$ cat config.mk
export PLATFORM = sky130hd
export DESIGN_NAME = uart_rx_stream_flat
export DESIGN_NICKNAME = d
export VERILOG_FILES = /design/src/rtl/uart_pkg.sv /design/src/rtl/uart_rx_stream_if.sv /design/src/rtl/uart_rx_stream_sync_2ff.sv /design/src/rtl/uart_rx_stream.sv /design/src/flat_wrapper.sv
export SDC_FILE = /design/constraint.sdc
export NUM_CORES = 1
export LEC_CHECK = 0
export CAP_MARGIN = 20
export CORE_MARGIN = 1.5
export CORE_UTILIZATION = 50
export DETAILED_ROUTE_END_ITERATION = 12
export PLACE_DENSITY = 0.72
export SLEW_MARGIN = 5
export SYNTH_ARGS = -nofsm -noshare
export SYNTH_HDL_FRONTEND = slang
export SYNTH_SLANG_ARGS = --single-unit
$ cat constraint.sdc
create_clock -name clk -period 2.87 [get_ports clk]
set_input_delay 0.4305 -clock clk [delete_from_list [all_inputs] [get_ports clk]]
set_output_delay 0.4305 -clock clk [all_outputs]
set_load 0.01 [all_outputs]
$ cat src/rtl/uart_pkg.sv
// Shared definitions for the UART RX/TX stages: FSM state encoding,
// default frame parameters and a counter-width helper.
package uart_pkg;

    typedef enum logic [2:0] {
        ST_IDLE,
        ST_START,
        ST_DATA,
        ST_STOP,
        ST_BREAK
    } uart_state_e;

    localparam int unsigned DEF_CLOCKS_PER_PULSE = 16;
    localparam int unsigned DEF_BITS_PER_WORD    = 8;

    // Width of a counter that must hold the values 0..n-1 (at least 1 bit).
    function automatic int unsigned cnt_width(input int unsigned n);
        return (n < 2) ? 1 : $clog2(n);
    endfunction

endpackage

$ cat src/rtl/uart_rx_stream_if.sv
// Valid/ready byte stream between the UART receiver and its consumer.
interface uart_rx_stream_if #(
    parameter int unsigned WIDTH = 8
) ();
    logic [WIDTH-1:0] m_data;
    logic             m_valid;
    logic             m_ready;

    modport master (output m_data, output m_valid, input m_ready);
    modport slave  (input m_data, input m_valid, output m_ready);
endinterface

$ cat src/rtl/uart_rx_stream_sync_2ff.sv
// Generic two-flop synchronizer with a configurable reset value.
module sync_2ff #(
    parameter int unsigned         WIDTH     = 1,
    parameter logic [WIDTH-1:0]    RESET_VAL = '0
) (
    input  logic             clk,
    input  logic             rst,
    input  logic [WIDTH-1:0] d,
    output logic [WIDTH-1:0] q
);

    logic [WIDTH-1:0] meta_d, meta_q;
    logic [WIDTH-1:0] sync_d, sync_q;

    // Next values: each stage simply takes the previous one.
    always_comb begin
        meta_d = d;
        sync_d = meta_q;
    end

    // Both stages load the reset value so the output is defined from reset.
    always_ff @(posedge clk) begin
        if (rst) begin
            meta_q <= RESET_VAL;
            sync_q <= RESET_VAL;
        end else begin
            meta_q <= meta_d;
            sync_q <= sync_d;
        end
    end

    assign q = sync_q;

endmodule

$ cat src/rtl/uart_rx_stream.sv
// UART receiver: synchronizes rx, samples each bit at mid-bit, rejects
// start glitches, flags framing errors / overruns and presents received
// words on a one-entry valid/ready output buffer.
// CLOCKS_PER_PULSE must be even and >= 4.
module uart_rx_stream
    import uart_pkg::*;
#(
    parameter int unsigned CLOCKS_PER_PULSE = DEF_CLOCKS_PER_PULSE,
    parameter int unsigned BITS_PER_WORD    = DEF_BITS_PER_WORD
) (
    input  logic              clk,
    input  logic              rst,
    input  logic              rx,
    uart_rx_stream_if.master  m,
    output logic              busy,
    output logic              frame_err,
    output logic              overrun
);

    localparam int unsigned CW = cnt_width(CLOCKS_PER_PULSE);
    localparam int unsigned BW = cnt_width(BITS_PER_WORD);

    localparam logic [CW-1:0] CNT_HALF = CW'(CLOCKS_PER_PULSE / 2 - 1);
    localparam logic [CW-1:0] CNT_LAST = CW'(CLOCKS_PER_PULSE - 1);
    localparam logic [BW-1:0] BIT_LAST = BW'(BITS_PER_WORD - 1);

    logic rx_s;

    sync_2ff #(
        .WIDTH     (1),
        .RESET_VAL (1'b1)
    ) u_sync (
        .clk (clk),
        .rst (rst),
        .d   (rx),
        .q   (rx_s)
    );

    uart_state_e              state_d, state_q;
    logic [CW-1:0]            cnt_d, cnt_q;
    logic [BW-1:0]            bit_d, bit_q;
    logic [BITS_PER_WORD-1:0] shreg_d, shreg_q;
    logic [BITS_PER_WORD-1:0] data_d, data_q;
    logic                     valid_d, valid_q;
    logic                     busy_d, busy_q;
    logic                     fe_d, fe_q;
    logic                     ov_d, ov_q;
    logic                     deliver;

    // Next-state logic for the FSM, counters and output buffer.
    always_comb begin
        state_d = state_q;
        cnt_d   = cnt_q + CW'(1);
        bit_d   = bit_q;
        shreg_d = shreg_q;
        data_d  = data_q;
        valid_d = valid_q;
        fe_d    = 1'b0;
        ov_d    = 1'b0;
        deliver = 1'b0;

        case (state_q)
            ST_IDLE: begin
                cnt_d = '0;
                if (!rx_s) begin
                    state_d = ST_START;
                end
            end
            ST_START: begin
                if (cnt_q == CNT_HALF) begin
                    cnt_d = '0;
                    if (!rx_s) begin
                        state_d = ST_DATA;
                        bit_d   = '0;
                    end else begin
                        state_d = ST_IDLE;
                    end
                end
            end
            ST_DATA: begin
                if (cnt_q == CNT_LAST) begin
                    cnt_d          = '0;
                    shreg_d[bit_q] = rx_s;
                    if (bit_q == BIT_LAST) begin
                        state_d = ST_STOP;
                    end else begin
                        bit_d = bit_q + BW'(1);
                    end
                end
            end
            ST_STOP: begin
                // Leaving at mid stop bit leaves half a bit to re-arm for
                // a back-to-back start bit.
                if (cnt_q == CNT_LAST) begin
                    cnt_d = '0;
                    if (rx_s) begin
                        deliver = 1'b1;
                        state_d = ST_IDLE;
                    end else begin
                        fe_d    = 1'b1;
                        state_d = ST_BREAK;
                    end
                end
            end
            ST_BREAK: begin
                cnt_d = '0;
                if (rx_s) begin
                    state_d = ST_IDLE;
                end
            end
            default: begin
                cnt_d   = '0;
                state_d = ST_IDLE;
            end
        endcase

        // Output buffer: a handshake frees the slot on the same edge a new
        // word may be loaded, so only a held, unaccepted word causes overrun.
        if (valid_q && m.m_ready) begin
            valid_d = 1'b0;
        end
        if (deliver) begin
            if (!valid_q || m.m_ready) begin
                data_d  = shreg_q;
                valid_d = 1'b1;
            end else begin
                ov_d = 1'b1;
            end
        end

        busy_d = (state_d != ST_IDLE);
    end

    // State and registered outputs.
    always_ff @(posedge clk) begin
        if (rst) begin
            state_q <= ST_IDLE;
            cnt_q   <= '0;
            bit_q   <= '0;
            shreg_q <= '0;
            data_q  <= '0;
            valid_q <= 1'b0;
            busy_q  <= 1'b0;
            fe_q    <= 1'b0;
            ov_q    <= 1'b0;
        end else begin
            state_q <= state_d;
            cnt_q   <= cnt_d;
            bit_q   <= bit_d;
            shreg_q <= shreg_d;
            data_q  <= data_d;
            valid_q <= valid_d;
            busy_q  <= busy_d;
            fe_q    <= fe_d;
            ov_q    <= ov_d;
        end
    end

    assign m.m_data  = data_q;
    assign m.m_valid = valid_q;
    assign busy      = busy_q;
    assign frame_err = fe_q;
    assign overrun   = ov_q;

endmodule

$ cat src/flat_wrapper.sv
// flat-port wrapper written by rule: the top's interface ports become plain ports
module uart_rx_stream_flat import uart_pkg::*;
#(
    parameter int unsigned CLOCKS_PER_PULSE = DEF_CLOCKS_PER_PULSE,
    parameter int unsigned BITS_PER_WORD    = DEF_BITS_PER_WORD
)
  (clk, rst, rx, busy, frame_err, overrun, m_m_data, m_m_valid, m_m_ready);
  uart_rx_stream_if m_i ();
  input  logic clk;
  input  logic rst;
  input  logic rx;
  output logic busy;
  output logic frame_err;
  output logic overrun;
  output wire logic [$bits(m_i.m_data)-1:0] m_m_data;
  output wire logic [$bits(m_i.m_valid)-1:0] m_m_valid;
  input wire logic [$bits(m_i.m_ready)-1:0] m_m_ready;
  assign m_m_data = m_i.m_data;
  assign m_m_valid = m_i.m_valid;
  assign m_i.m_ready = m_m_ready;
  uart_rx_stream #(.CLOCKS_PER_PULSE(CLOCKS_PER_PULSE), .BITS_PER_WORD(BITS_PER_WORD)) u_core (.clk(clk), .rst(rst), .rx(rx), .m(m_i), .busy(busy), .frame_err(frame_err), .overrun(overrun));
endmodule
* Word-level counts from Yosys, hierarchy flattened *
Cells that the tools add are included.

storage, ports and cells
  output and inout bits = 12
  bits of input ports = 4
  flip-flop bits (word level) = 32
  word-level logic and storage cells = 70

operators by class
  add/sub/neg operators = 2
  bitwise gates (word level) = 3
  eq/ne operators = 11
  muxes and demuxes = 28
  reductions and logical operators = 13
  $lt $le $gt $ge = 2

operator list
  kind                                                                          count
  3-bit 2-to-1 mux                                                              11
  3-bit case mux with 5 select lines                                            1
  1-bit 2-to-1 mux                                                              9
  8-bit bitwise mux                                                             1
  4-bit 2-to-1 mux                                                              2
  4-bit case mux with 2 select lines                                            1
  3-bit by 2-bit == test with 1-bit output, second input constant               2
  3-bit == test, second input constant                                          2
  3-bit case mux with 2 select lines                                            1
  5-bit AND reduction                                                           1
  4-bit by 1-bit adder with 4-bit output, second input constant                 1
  4-bit by 3-bit == test with 1-bit output, second input constant               1
  4-bit == test, second input constant                                          1
  3-bit by 4-bit less-than comparator with 1-bit output, second input constant  1
  2-bit by 1-bit inequality test with 1-bit output, second input constant       2
  2-bit inequality test, second input constant                                  2
  2-bit AND reduction                                                           2
  2-bit OR reduction                                                            2
  3-bit by 1-bit adder with 3-bit output, second input constant                 1
  1-bit demux with 3-bit select                                                 1
  3-bit by 1-bit == test with 1-bit output, second input constant               1
  3-bit by 1-bit >= comparator with 1-bit output, second input constant         1
  3-bit logical NOT                                                             1
  1-bit NOT                                                                     3
  7 further kinds                                                               8

* Depth between registers and ports, before layout *
Gate-level depths: netlist of run 1.

  depth in word-level cells = 5
  depth in mapped cells = 7

* Hierarchy *
Synthesis of run 1 repeated with hierarchy kept, for this count alone.

second synthesis, totals
  cell total of the unflattened synthesis = 136
  area total of the unflattened synthesis = 1361.3 um^2

modules (own cells, without submodules)
  module          area an instance (um^2)  times used  cells each
  uart_rx_stream  1308.8                   1           132
  sync_2ff        52.6                     1           4

* Worst setup path before layout of run 1 *
OpenSTA, ideal clock, no wires.

  path kind = reg-to-reg
  start point = reg u_core.cnt_q[0]
  end point = reg u_core.shreg_q[4]
  path buffers = 1
  data required time = 2.744 ns
  period minus slack after synthesis = 1.537 ns
  slack = 1.333 ns
  arrival time = 1.411 ns
  stages on the path, launching flop included = 7
  library setup time = 0.126 ns
  cell sequence = dfxtp_1 > ha_1 > buf_4 > or3b_4 > nor3_2 > mux2i_1 > nor2_1

between the ends
  word-level cells in the longest chain between the ends = 2

RTL lines
  item                                  RTL line               source
  start: declaration                    uart_rx_stream.sv:40   logic [CW-1:0] cnt_d, cnt_q;
  start signal: assignment              uart_rx_stream.sv:148  cnt_q <= cnt_d;
  4-bit == test                         uart_rx_stream.sv:81   if (cnt_q == CNT_LAST) begin
  2-bit AND reduction (no source line)  n/a
  end signal: assignment                uart_rx_stream.sv:150  shreg_q <= shreg_d;
  end: declaration                      uart_rx_stream.sv:42   logic [BITS_PER_WORD-1:0] shreg_d, shreg_q;

No other way between the ends.
A chain may end at the register's enable or synchronous reset.

* Worst setup path after layout of run 1 *
  start point = reg u_core.cnt_q[3]
  end point = reg u_core.data_q[0], in the netlist u_core.m.m_data[0]

between the ends
  word-level cells in the longest chain between the ends = 4

RTL lines
  item                                  RTL line               source
  4-bit == test                         uart_rx_stream.sv:94   if (cnt_q == CNT_LAST) begin
  1-bit 2-to-1 mux                      uart_rx_stream.sv:94
  1-bit 2-to-1 mux                      uart_rx_stream.sv:62   case (state_q)
  2-bit AND reduction (no source line)  n/a
  end signal: assignment                uart_rx_stream.sv:151  data_q <= data_d;
  end: declaration                      uart_rx_stream.sv:43   logic [BITS_PER_WORD-1:0] data_d, data_q;

No other way between the ends.

==> key figures, run 1 <==
STA
  • FMAX: 494.6 MHz
  • Clock Skew: 0.007405 ns
  • RSZ-0062 raised after global routing: false
  • Final worst-path cycle share: 70.44%
  • Setup slack after layout: 0.8483 ns
  • Setup TNS: 0 ns
  • Min Tclk post-route: 2.022 ns
  • Final Hold Viols: 0
  • Slew at the pin closest to its max-slew limit: 0.6876 ns
  • Slew headroom: 53.97%
  • # setup viols final: 0
  • Slew Viols, Final: 0

Final layout
  • Most frequent cells in the layout: dfxtp_1 (32), nor2_1 (19), mux2i_1 (18)
  • Share of cells above drive strength 1: 13.21%
  • Post-layout util: 60.05%
  • Synth-to-layout area growth: 12.09%
  • Commonest non-fill, non-tap cell in the layout: dfxtp_1
  • Diode count: 0
  • Final instance area: 0.001670 mm^2
  • Layout Nets: 165

Synthesis
  • Top_reg_cell synth: dfxtp_1
  • Share of the synthesized area in the top cell type: 42.99%
  • Asr flop ratio synth: 0%
  • Number of synthesized flops with an enable pin: 0
  • Area contributors post-synth: dfxtp_1 (43%), mux2i_1 (12%), nor2_1 (4.8%)
  • Syn Inst Count: 147
  • Syn Nets: 154
  • Syn Area/Cell: 10.14 um^2
  • Ys Warns: 0
  • Area leader, netlist: dfxtp_1
  • Sequential share of the synthesized area: 42.99%
  • Cell variety after synth: 44
  • Mapped Area: 0.001490 mm^2
  • Synthesized flop and latch total: 32

Floorplanning
  • Die width: 57.59 um
  • Initial Util: 53.58%
  • Die outline height: 57.59 um
  • Die area: 0.003317 mm^2
  • Core footprint: 0.002781 mm^2
  • Top-Level Pins: 16
  • Number of cell rows: 19

Critical path
  • Setup crit end kind: flip-flop
  • Flop2flop setup slack: 0.85 ns
  • Crit path arrival time: 2.25 ns
  • Crit path cell chain: nand4b_4 -> nor4b_4 -> mux2i_1 -> nor2_1
  • Critical Path Source Type: flip-flop
  • Max FO, Critical Path: 12
  • Crit-path max cell delay: 0.71 ns
  • Setup CP Type: flip-flop to flip-flop
  • Required @ worst endpoint: 3.10 ns
  • Crit-path slowest cell: nor4b_4

Global route
  • Initial antenna violation count: 0
  • Pin count of the biggest net entering global routing: 23
  • First-pass GRT wire length: 4519 um
  • Vias in the first global route: 1,066
  • Total grt overflow: 0
  • Total global-route track usage: 17.73%

Detailed routing
  • DR vias: 1,078
  • Via density: 5.674
  • Detailed Route WL: 2539 um
  • First-pass iteration count of the detailed router: 4
  • Antenna Nets Post-Route: 0
  • DR iter-0 viols: 26
  • DR WL/cell: 13.36 um
  • DR DRC count: 0

Clock network
  • TritonCTS clock tree: built
  • Clock sinks: 32
  • Clk_lat worst skew: 0.34 ns
  • Post-CTS setup buffer count: 0
  • Resized Gates After CTS: 0
  • H-Tree Depth: 2
  • # hold bufs at CTS: 0
  • CTS root buf: clkbuf_4
  • Clock buffer count from CTS: 5
  • Worst-path clk slew: 0.09 ns
  • Deepest clock path buffer count: 2

Outcome
  • Outcome: completed

Pwr
  • LEAKAGE: 0.5933 nW
  • Max VDD drop: 0.4923 mV
  • Total power divided by cell area: 485.2 mW/mm^2

Place
  • DP Area: 0.001594 mm^2
  • DP Worst Slack: 0.7910 ns
  • Hpwl dp: 1813 um
  • IO buf count: 15
  • Routability cong.: 0.7503

Min path
  • Min-Delay Path Class: flip-flop to flip-flop

Run
  • Max Cap Viol: 0
==> cells by family after synthesis <==
kind of cell | share of synthesized area (%)
buf+inv | 6.464
compound gates | 5.542
xor+xnor | 1.764
flops | 42.99
mux | 12.09
fa+ha+maj | 2.519
simple gates | 28.63
==> synthesized netlist by cell type, drive strengths merged (2+ instances only) <==
library cell	instances
nor3	8
nand2	7
nand3b	2
dfxtp	32
xnor2	2
nand3	3
nor2	19
ha	3
a21o	2
nor4	2
nand4b	2
o21ai	2
nor4b	3
or2	4
nand2b	11
mux2i	18
buf	11
==> registers in the layout, summed over array words and instances, names as in the netlist <==
register and flops:
u_core.m.m_data 8, u_core.state_q 3, u_core.shreg_q 8, u_core.frame_err 1, u_core.m.m_valid 1, u_core.overrun 1, u_core.busy 1, u_core.bit_q 3
u_core.u_sync.q 1, u_core.cnt_q 4, u_core.u_sync.meta_q 1
==> critical path, delay by kind of cell, from the launching register on <==
family           cells  cell delay (ns)
muxes                1             0.27
DFF                  1             0.58
and+or+nand+nor      3             1.06
==> area by class of cell <==
type | instances | area (um^2)
well taps | 31 | 38.79
inverters | 1 | 3.754
fillers | 255 | 1111
clock inverters | 2 | 35.03
clock buffers | 6 | 41.29
multi-input cells | 102 | 753.2
repair buffers | 16 | 157.7
flip-flops and latches | 32 | 640.6
==> power by group <==
part / total, mW / switching (mW) / internal [mW]
Combinational: 0.0220 / 0.0106 / 0.0114
Clock: 0.337 / 0.154 / 0.182
Sequential: 0.452 / 0.00450 / 0.447
==> worst paths after layout <==
check / start / end / depth (start not counted)
setup / recovery: u_core.cnt_q[3] / u_core.m.m_data[0] / 4
hold / removal: u_core.u_sync.meta_q / u_core.u_sync.q / 1
setup reg to reg: u_core.cnt_q[3] / u_core.m.m_data[0] / 4
hold reg to reg: u_core.u_sync.meta_q / u_core.u_sync.q / 1
==> stage by stage <==
step	hold WS, ns	power, mW	std cells
floorplan	0.3895	0.4765	147
global placement	0.3987	0.4836	182
detailed placement	0.4084	0.4842	182
CTS	0.4349	0.8196	190
global route	0.4652	0.8382	190
finish	0.4281	0.8105	190
==> layer usage <==
layer | part of all wire, % | vias up | GRT usage, %
li1 | - | 534 | -
met1 | 46 | 513 | 20.43
met2 | 47 | 24 | 28.73
met3 | 5.0 | 7 | 7.710
met4 | 1.9 | 0 | 7.309
met5 | 0 | - | 0
Power figures use the tool's default switching activity.
==> inputs of run 2 (changes only) <==
==> constraint.sdc (replaced) <==
create_clock -name clk -period 2 [get_ports clk]
set_input_delay 0.3 -clock clk [delete_from_list [all_inputs] [get_ports clk]]
set_output_delay 0.3 -clock clk [all_outputs]
set_load 0.01 [all_outputs]
==> run 2 against run 1 <==
  * Global-route usage shrank 1.0 points
  * Clock skew grew 0.0063 ns
  * First-iteration DRC count is the same
  * Sequential power grew 43%
  * Critical path depth grew 2
  * Setup slack lost 0.64 ns
  * Combinational power grew 61%
  * Total power grew 25%
  * Sequential share of layout area grew 0.17 points
  * Critical path type unchanged
  * Largest power group unchanged
==> key figures, run 2 (synthesized netlist as in run 1, its figures left out) <==
STA
  • RSZ-0062 raised after global routing: false
  • # setup viols final: 0
  • Slew headroom: 67.18%
  • Min Tclk post-route: 1.796 ns
  • Setup TNS: 0 ns
  • Slew at the pin closest to its max-slew limit: 0.4855 ns
  • Clock Skew: 0.01372 ns
  • Slew Viols, Final: 0
  • Final Hold Viols: 0
  • FMAX: 556.9 MHz
  • Final worst-path cycle share: 89.78%
  • Setup slack after layout: 0.2045 ns

Place
  • Routability cong.: 0.7300
  • IO buf count: 15
  • Hpwl dp: 1762 um
  • DP Area: 0.001617 mm^2
  • DP Worst Slack: 0.2464 ns

Clock network
  • TritonCTS clock tree: built
  • # hold bufs at CTS: 0
  • Worst-path clk slew: 0.10 ns
  • Clk_lat worst skew: 0.33 ns
  • Deepest clock path buffer count: 2
  • Clock sinks: 32
  • CTS root buf: clkbuf_4
  • Clock buffer count from CTS: 5
  • Resized Gates After CTS: 0
  • Post-CTS setup buffer count: 0
  • H-Tree Depth: 2

Floorplanning
  • Die width: 57.59 um
  • Die area: 0.003317 mm^2
  • Top-Level Pins: 16
  • Initial Util: 53.58%
  • Number of cell rows: 19
  • Die outline height: 57.59 um
  • Core footprint: 0.002781 mm^2

Detailed routing
  • First-pass iteration count of the detailed router: 4
  • DR WL/cell: 12.52 um
  • Via density: 5.406
  • DR DRC count: 0
  • DR iter-0 viols: 26
  • Antenna Nets Post-Route: 0
  • DR vias: 1,038
  • Detailed Route WL: 2404 um

Final layout
  • Layout Nets: 168
  • Share of cells above drive strength 1: 14.29%
  • Fill count: 241
  • Register area: 640.6 um^2
  • Synth-to-layout area growth: 11.59%
  • Commonest non-fill, non-tap cell in the layout: dfxtp_1
  • Most frequent cells in the layout: dfxtp_1 (32), nor2_1 (19), mux2i_1 (18)
  • Final instance area: 0.001663 mm^2
  • Diode count: 0
  • Multi-input logic area: 753.2 um^2

Pwr
  • LEAKAGE: 0.5944 nW
  • Total power divided by cell area: 607.5 mW/mm^2
  • Max VDD drop: 0.5878 mV

Critical path
  • Crit-path max cell delay: 0.37 ns
  • CP endpoint: u_core.m.m_data[1]
  • RR Startpoint: u_core.cnt_q[0]
  • R2R depth: 6
  • Flop2flop setup slack: 0.20 ns
  • End of the worst register-to-register path: u_core.m.m_data[1]
  • Max FO, Critical Path: 8
  • Setup crit end kind: flip-flop
  • Setup CP Type: flip-flop to flip-flop
  • Worst Setup SP: u_core.cnt_q[0]
  • Crit-path slowest cell: dfxtp_1
  • Crit path arrival time: 2.01 ns
  • Crit path cell chain: ha_1 -> nand2_1 -> nor4b_4 -> buf_4 -> mux2i_1 -> nor2_1
  • Required @ worst endpoint: 2.21 ns
  • Critical Path Source Type: flip-flop

Global route
  • Total global-route track usage: 16.71%
  • Total grt overflow: 0
  • Initial antenna violation count: 0
  • First-pass GRT wire length: 4243 um
  • Pin count of the biggest net entering global routing: 23
  • Vias in the first global route: 1,000

Run
  • Max Cap Viol: 0

Outcome
  • Outcome: completed

Min path
  • Min-Delay Path Class: flip-flop to flip-flop
run 2: cell count changes in the layout (fill, tap and decap cells not counted):
cell,delta
buf_4,+3
bufinv_16,-1
run 2: cell type report:
| class | instances | share of cell area [%] |
|---|---|---|
| inverter | 1 | 0.2257 |
| tap | 31 | 2.333 |
| sequential | 32 | 38.53 |
| multi-input combinational | 102 | 45.30 |
| clock buffer | 6 | 2.483 |
| timing repair buffer | 19 | 10.84 |
| clock inverter | 1 | 0.3010 |
run 2: metal layers:
layer	up-vias	track usage, %	part of all wire (%)
met5	-	0	0
met4	0	9.967	3.5
met3	11	4.762	4.0
met2	21	25.16	43
met1	469	21.19	50
li1	537	-	-
run 2: worst min-delay path by stage:
stage                    startpoint         endpoint  cells after the start
2_1_floorplan  u_core.u_sync.meta_q  u_core.u_sync.q                      1
3_3_place_gp   u_core.u_sync.meta_q  u_core.u_sync.q                      1
3_5_place_dp   u_core.u_sync.meta_q  u_core.u_sync.q                      1
4_1_cts        u_core.u_sync.meta_q  u_core.u_sync.q                      1
5_1_grt        u_core.u_sync.meta_q  u_core.u_sync.q                      1
6_report       u_core.u_sync.meta_q  u_core.u_sync.q                      1
run 2: worst max-delay path: cells and delay by family (launching register included):
family | cells | cell delay [ns]
flops | 1 | 0.37
fa+ha+maj | 1 | 0.34
buf+inv | 1 | 0.23
simple gates | 3 | 0.54
mux | 1 | 0.20
run 2: power breakdown:
part	internal, mW	switching [mW]
Sequential	0.641	0.00378
Clock	0.129	0.200
Combinational	0.0174	0.0180
Total	0.788	0.222
run 2: metrics by stage:
step / hold WS, ns / utilization [%] / cells / power (mW)
2_1_floorplan: 0.3895 / - / 147 / 0.6837
3_3_place_gp: 0.3961 / 58.12 / 185 / 0.6951
3_5_place_dp: 0.4028 / 58.12 / 185 / 0.6960
4_1_cts: 0.4274 / 59.78 / 192 / 1.031
5_1_grt: 0.4468 / 59.78 / 192 / 1.062
6_report: 0.4234 / 59.78 / 192 / 1.010
